File: src/rtl/sc_charge_supervisor_mc.sv
// sc_charge_supervisor_mc
// -----------------------------------------------------------------------------
// Multi-channel charge supervisor. Each charger channel runs its own
// charge-control FSM (IDLE/CHECK/WAIT/CHARGING/FAULT/LOCKOUT). All channels
// share one grid-state input and one ML instability forecast. A WAIT
// hysteresis timer delays resuming after instability, a retry counter locks a
// channel out after repeated faults, and a shared stagger arbiter spaces out
// charge starts to limit inrush on a weak grid.
//
// Ports:
//   clk                     clock
//   reset_n                 asynchronous active-low reset
//   grid_state[1:0]         00 NORMAL, 01 UNSTABLE, 10 CRITICAL, 11 invalid
//   ml_predict_instability  ML forecast of imminent instability
//   battery_connected[N]    per-channel battery presence
//   battery_full[N]         per-channel full indication
//   fault_clear             operator acknowledge (level, acts while high)
//   charge_enable[N]        channel i is CHARGING
//   fault_flag[N]           channel i is in FAULT or LOCKOUT
//   fault_code[4N]          channel i code in bits [4i+3:4i]
//   ch_state[3N]            channel i state in bits [3i+2:3i]
//   any_fault               OR of fault_flag
// -----------------------------------------------------------------------------
module sc_charge_supervisor_mc #(
    parameter int N_CH           = 4,
    parameter int WAIT_CYCLES    = 16,
    parameter int MAX_RETRY      = 3,
    parameter int STAGGER_CYCLES = 8
) (
    input  logic                clk,
    input  logic                reset_n,
    input  logic [1:0]          grid_state,
    input  logic                ml_predict_instability,
    input  logic [N_CH-1:0]     battery_connected,
    input  logic [N_CH-1:0]     battery_full,
    input  logic                fault_clear,
    output logic [N_CH-1:0]     charge_enable,
    output logic [N_CH-1:0]     fault_flag,
    output logic [4*N_CH-1:0]   fault_code,
    output logic [3*N_CH-1:0]   ch_state,
    output logic                any_fault
);

    localparam int SW = (STAGGER_CYCLES > 1) ? $clog2(STAGGER_CYCLES) : 1;
    localparam int WW = (WAIT_CYCLES > 1) ? $clog2(WAIT_CYCLES) : 1;

    typedef enum logic [2:0] {
        ST_IDLE     = 3'd0,
        ST_CHECK    = 3'd1,
        ST_WAIT     = 3'd2,
        ST_CHARGING = 3'd3,
        ST_FAULT    = 3'd4,
        ST_LOCKOUT  = 3'd5
    } state_t;

    state_t          state_q  [N_CH];
    state_t          state_d  [N_CH];
    logic [3:0]      code_q   [N_CH];
    logic [3:0]      code_d   [N_CH];
    logic [3:0]      retry_q  [N_CH];
    logic [3:0]      retry_d  [N_CH];
    logic [WW-1:0]   stable_q [N_CH];
    logic [WW-1:0]   stable_d [N_CH];
    logic [SW-1:0]   stagger_q;
    logic [SW-1:0]   stagger_d;
    logic [N_CH-1:0] grant;

    logic [N_CH-1:0]   en_d;
    logic [N_CH-1:0]   flag_d;
    logic [4*N_CH-1:0] code_flat_d;
    logic [3*N_CH-1:0] st_flat_d;

    logic grid_normal, grid_unstable, grid_crit, grid_inv, clean;

    assign grid_normal   = (grid_state == 2'b00);
    assign grid_unstable = (grid_state == 2'b01);
    assign grid_crit     = (grid_state == 2'b10);
    assign grid_inv      = (grid_state == 2'b11);
    assign clean         = grid_normal && !ml_predict_instability;

    // Stagger arbiter: while the shared spacing counter is at zero, grant the
    // lowest-index channel sitting in CHECK on a clean grid. Only one grant per
    // cycle; a grant reloads the counter so the next start is held off.
    always_comb begin
        logic found;
        found     = 1'b0;
        grant     = '0;
        for (int i = 0; i < N_CH; i++) begin
            if (!found && state_q[i] == ST_CHECK && clean && stagger_q == '0) begin
                grant[i] = 1'b1;
                found    = 1'b1;
            end
        end
        if (found)
            stagger_d = SW'(STAGGER_CYCLES - 1);
        else if (stagger_q != '0)
            stagger_d = stagger_q - 1'b1;
        else
            stagger_d = '0;
    end

    // Per-channel next-state logic. Rules are checked in priority order; any
    // fault entry goes through a common path that bumps the retry counter and
    // diverts to LOCKOUT once the retry budget is used up. The stable counter
    // only runs in WAIT and is zero everywhere else.
    always_comb begin
        logic       fault_hit;
        logic [3:0] fault_kind;
        logic [3:0] retry_inc;
        fault_hit   = 1'b0;
        fault_kind  = 4'd0;
        retry_inc   = 4'd0;
        en_d        = '0;
        flag_d      = '0;
        code_flat_d = '0;
        st_flat_d   = '0;
        for (int i = 0; i < N_CH; i++) begin
            state_d[i]  = state_q[i];
            code_d[i]   = code_q[i];
            retry_d[i]  = retry_q[i];
            stable_d[i] = '0;
            fault_hit   = 1'b0;
            fault_kind  = 4'd0;
            retry_inc   = 4'd0;
            case (state_q[i])
                ST_IDLE: begin
                    if (battery_connected[i] && !battery_full[i])
                        state_d[i] = ST_CHECK;
                end
                ST_CHECK: begin
                    if (grid_crit) begin
                        fault_hit = 1'b1; fault_kind = 4'd1;
                    end else if (grid_inv) begin
                        fault_hit = 1'b1; fault_kind = 4'd2;
                    end else if (!battery_connected[i])
                        state_d[i] = ST_IDLE;
                    else if (grid_unstable || ml_predict_instability)
                        state_d[i] = ST_WAIT;
                    else if (grant[i])
                        state_d[i] = ST_CHARGING;
                end
                ST_WAIT: begin
                    if (grid_crit) begin
                        fault_hit = 1'b1; fault_kind = 4'd1;
                    end else if (grid_inv) begin
                        fault_hit = 1'b1; fault_kind = 4'd2;
                    end else if (!battery_connected[i])
                        state_d[i] = ST_IDLE;
                    else if (clean) begin
                        if (stable_q[i] == WW'(WAIT_CYCLES - 1))
                            state_d[i] = ST_CHECK;
                        else
                            stable_d[i] = stable_q[i] + 1'b1;
                    end
                end
                ST_CHARGING: begin
                    if (grid_crit) begin
                        fault_hit = 1'b1; fault_kind = 4'd1;
                    end else if (grid_inv) begin
                        fault_hit = 1'b1; fault_kind = 4'd2;
                    end else if (!battery_connected[i]) begin
                        fault_hit = 1'b1; fault_kind = 4'd3;
                    end else if (battery_full[i]) begin
                        state_d[i] = ST_IDLE;
                        retry_d[i] = 4'd0;
                    end else if (grid_unstable || ml_predict_instability)
                        state_d[i] = ST_WAIT;
                end
                ST_FAULT: begin
                    if (fault_clear && grid_normal) begin
                        state_d[i] = ST_IDLE;
                        code_d[i]  = 4'd0;
                    end
                end
                ST_LOCKOUT: begin
                    state_d[i] = ST_LOCKOUT;
                end
                default: begin
                    state_d[i] = ST_IDLE;
                    code_d[i]  = 4'd0;
                end
            endcase
            if (fault_hit) begin
                retry_inc  = (retry_q[i] == 4'hF) ? 4'hF : retry_q[i] + 4'd1;
                retry_d[i] = retry_inc;
                if (retry_inc == 4'(MAX_RETRY)) begin
                    state_d[i] = ST_LOCKOUT;
                    code_d[i]  = 4'd4;
                end else begin
                    state_d[i] = ST_FAULT;
                    code_d[i]  = fault_kind;
                end
            end
            en_d[i]             = (state_d[i] == ST_CHARGING);
            flag_d[i]           = (state_d[i] == ST_FAULT) || (state_d[i] == ST_LOCKOUT);
            code_flat_d[4*i +: 4] = code_d[i];
            st_flat_d[3*i +: 3]   = state_d[i];
        end
    end

    // State, counters and outputs all register on the same edge; outputs are
    // decoded from the next state so they track the state registers exactly.
    always_ff @(posedge clk or negedge reset_n) begin
        if (!reset_n) begin
            for (int i = 0; i < N_CH; i++) begin
                state_q[i]  <= ST_IDLE;
                code_q[i]   <= 4'd0;
                retry_q[i]  <= 4'd0;
                stable_q[i] <= '0;
            end
            stagger_q     <= '0;
            charge_enable <= '0;
            fault_flag    <= '0;
            fault_code    <= '0;
            ch_state      <= '0;
            any_fault     <= 1'b0;
        end else begin
            for (int i = 0; i < N_CH; i++) begin
                state_q[i]  <= state_d[i];
                code_q[i]   <= code_d[i];
                retry_q[i]  <= retry_d[i];
                stable_q[i] <= stable_d[i];
            end
            stagger_q     <= stagger_d;
            charge_enable <= en_d;
            fault_flag    <= flag_d;
            fault_code    <= code_flat_d;
            ch_state      <= st_flat_d;
            any_fault     <= |flag_d;
        end
    end

endmodule

File: config.mk
export PLATFORM = sky130hd
export DESIGN_NAME = sc_charge_supervisor_mc
export DESIGN_NICKNAME = d
export VERILOG_FILES = /design/src/rtl/sc_charge_supervisor_mc.sv
export SDC_FILE = /design/constraint.sdc
export NUM_CORES = 1
export LEC_CHECK = 0
export ABC_CLOCK_PERIOD_IN_PS = 1600
export CELL_PAD_IN_SITES_DETAIL_PLACEMENT = 0
export CELL_PAD_IN_SITES_GLOBAL_PLACEMENT = 1
export CORE_UTILIZATION = 38
export DETAILED_ROUTE_END_ITERATION = 8
export PLACE_DENSITY = 0.79
export REMOVE_ABC_BUFFERS = 1
export SYNTH_ARGS = -nofsm -noshare
export SYNTH_HDL_FRONTEND = slang
export SYNTH_SLANG_ARGS = --single-unit
File: constraint.sdc
create_clock -name clk -period 1.6 [get_ports clk]
set_input_delay 0.4 -clock clk [delete_from_list [all_inputs] [get_ports clk]]
set_output_delay 0.4 -clock clk [all_outputs]
set_load 0.1 [all_outputs]
==> results.json <==
{
  "grt_pass1_vias": 3544,
  "p_seq_share_pct": 23.9,
  "placed_instance_area_um2": 5475,
  "power.share.clock_pct": 14.9,
  "initial_utilization_pct": 39.13,
  "setup_slack_ns": -0.1800,
  "coreArea_um2": 9729,
  "comb_pwr_share_pct": 61.2,
  "cell_internal_pwr_w": 0.006535,
  "share_of_layout_cells_above_drive_strength_1_pct": 39.79,
  "synth_seq_area_share_pct": 47.32,
  "rsz0062_at_grt": "yes",
  "final_area_um2": 6141,
  "worstPathMaxFanout": 2,
  "setup.worst_path.start": "retry_q[5]",
  "cts_made_buffers": 9,
  "route.detailed.wl_per_inst_um": 15.01,
  "power.density_cell_area_nw_per_um2": 1934,
  "n_antenna_cell": 0,
  "clockBufferDepth": 2,
  "synth.yosys.warnings": 0,
  "period_minus_slack_ns": 1.780,
  "io_pins": 51,
  "net-switching-power_w": 0.005343,
  "kind_of_critical_path": "flip-flop to flip-flop",
  "worst_hold_slack_ns": 0.05469,
  "cts.htree.levels": 3,
  "worstPathRequired_ns": 1.83,
  "final_nets": 587,
  "synth.distinct_cells": 65,
  "worst_pin_slew_ns": 0.3989,
  "drc": 0,
  "die_x_um": 102.1,
  "post_synth_inst_count": 405,
  "postSynthRegisterBits": 72,
  "synth_largest_area_cell": "dfrtp_1",
  "row_count": 36,
  "placement.io_buffers": 50,
  "maxClockFrequency_mhz": 561.8,
  "library_cell_used_as_clock_root_buffer": "clkbuf_8",
  "cts_hold_buf": 0,
  "die_area_um2": 10420,
  "antenna_violations_before_repair": 0,
  "grt_first_pass_wirelength_mm": 16.97,
  "ys_dominant_reg_cell": "dfrtp_1",
  "numClockSinks": 72,
  "result_of_the_run": "finished with violations",
  "failed_checks": "setup timing",
  "detail_route.first_pass.iterations": 5,
  "start_kind": "flip-flop",
  "grt_max_degree": 73,
  "synthDominantCellAreaShare_pct": 47.32,
  "n_fill_cell": 800,
  "detailroute.via_count": 3694,
  "synthToLayoutAreaGrowth_pct": 61.29,
  "globalRouteOverflowTotal": 0,
  "synthArstFlopShare_pct": 100.0,
  "hpwl_mm": 7.285,
  "rr_startpoint": "retry_q[5]",
  "number_of_flops_mapped_to_enable_cells_by_yosys": 0,
  "leakagePower_nw": 2.793,
  "syn_area_per_cell_um2": 9.401,
  "end_kind": "flip-flop",
  "drv_slew": 0,
  "ant_nets": 0,
  "fin_worst_skew_ns": 0.01009,
  "detail_route.vias_per_cell": 5.270,
  "timing.max_cap.violations": 0,
  "gp_congestion": 0.8744,
  "grt_util_all_layers_pct": 21.01,
  "cp_data_arrival_time_ns": 2.01,
  "timing.setup.tns_ns": -0.3657,
  "mappedNetlistArea_um2": 3807,
  "worst_skew_pair.late_latency_ns": 0.35,
  "die_h_um": 102.1,
  "period_utilisation_layout_pct": 111.2,
  "timing_hold_violations_final": 0,
  "vdd_drop_max_mv": 1.176,
  "cts.clk_slew.worst_paths_ns": 0.08,
  "drt-initial-drc-count": 141,
  "worst_slew_margin_pct": 73.41,
  "cts_tree": "yes",
  "synth.area.top_cells": "dfrtp_1, a21oi_1, ha_1",
  "worst_hold_path_type": "primary input to async pin",
  "setup_viol": 4,
  "route.final.wire_length_mm": 10.52,
  "sw_frac_of_total_pct": 44.98
}
final timing paths:
path	endpoint	slack, ns	depth (start not counted)
setup / recovery	charge_enable[2]	-0.18	6
hold / removal	retry_q[1]	0.05	2
setup reg to reg	charge_enable[2]	-0.18	6
hold reg to reg	stable_q[4]	0.47	1
max in group asynchronous	state_q[6]	1.19	2
min in group clk	stable_q[4]	0.47	1
sequential cells by signal, indices dropped and copies added, names as in the netlist:
name           count
any_fault          1
fault_code         3
charge_enable      4
retry_q           16
stable_q          16
ch_state           4
fault_flag         4
stagger_q          3
code_q            13
state_q            8
cells in the mapped netlist, types with 3 or more instances:
master	count
nand2_1	27
xnor2_1	6
nand3b_1	4
and2_1	4
inv_1	30
nor2_1	33
a31oi_1	7
nor3b_1	5
buf_2	5
nor3_1	11
nand4_1	6
clkbuf_1	9
ha_1	10
a21oi_1	26
nand2b_1	8
nand3_1	16
a21o_1	13
a41oi_1	3
nor2b_1	13
and3_1	3
xor2_1	3
a22o_1	6
dfrtp_1	72
o22ai_1	7
o21ai_0	23
cells in the final DEF, fill, tap and decap left out, types with 4 or more instances in the layout:
cell             count
nand2b_1             8
o21ai_0             14
nor2_2               5
buf_6               16
nand2_1             27
xnor2_1              6
clkbuf_8            10
o21ai_1              8
dfrtp_1             70
buf_12              38
nand4_1              6
clkdlybuf4s50_1      5
nor3_1               9
o21ai_2              4
a22o_1               6
nand3_1             14
a31oi_1              7
a21oi_2              5
buf_4               97
a21o_1              13
nor2_1              26
a21oi_1             22
nand3b_1             4
ha_1                 6
nor2b_1             11
o22ai_1              7
inv_1               29
layout make-up:
class,instances,area [µm²],share of cell area [%]
repair buffers,163,1778,28.95
multi-input cells,287,2032,33.09
clock inverters,5,103.9,1.691
inverters,30,115.1,1.874
flip-flops and latches,72,1804,29.38
well taps,133,166.4,2.710
clock buffers,11,141.4,2.302
power by group through the flow:
stage	Clock (W)	Sequential [W]	Combinational [W]
final	0.00177	0.00284	0.00727
after global placement	0	0.00281	0.00653
after global routing	0.00190	0.00290	0.00768
after CTS	0.00181	0.00281	0.00689
after floorplan	0	0.00494	0.00155
after detailed placement	0	0.00283	0.00661
layer usage:
metal,track usage (%),vias to the layer above,routed length [µm]
li1,-,1778,-
met1,27.17,1793,4559
met2,34.95,103,5337
met3,3.625,20,398
met4,8.571,0,225
met5,0,-,0
cell families (layout without fill, tap and decap cells):
family                     count (synthesis)  in the layout  share of synthesized area (%)
and+or+nand+nor                          148            148                          21.23
AOI/OAI and AO/OA                        120            120                          21.10
DFF                                       72             72                          47.32
buffers and inverters                     46            209                          4.995
adders and majority gates                 10             10                          3.286
xor gates and xnor gates                   9              9                          2.070
stage by stage:
stage,setup slack [ns],total power (W),utilization [%],std cells
finish,-0.1800,0.01188,63.12,701
detailed placement,-0.7290,0.009437,56.28,665
floorplan,-0.7832,0.006492,-,389
global placement,-0.6937,0.009338,56.28,665
CTS,-0.2331,0.01152,60.78,690
global route,-0.2280,0.01248,63.12,701
worst max-delay path: stages, from the launching register on:
cell,delay [ns]
dfrtp_1,0.41
ha_4,0.25
nor3b_4,0.15
and2_4,0.17
a22o_1,0.23
o32a_1,0.30
nor3b_2,0.16
timing repair:
action / CTS / global route
hold endpoints to repair: 0 / 0
pin swaps: 20 / 16
resized for setup: 51 / 45
setup buffers: 9 / 12
setup endpoints to repair: 45 / 26
(Power assumes the default switching activity.)
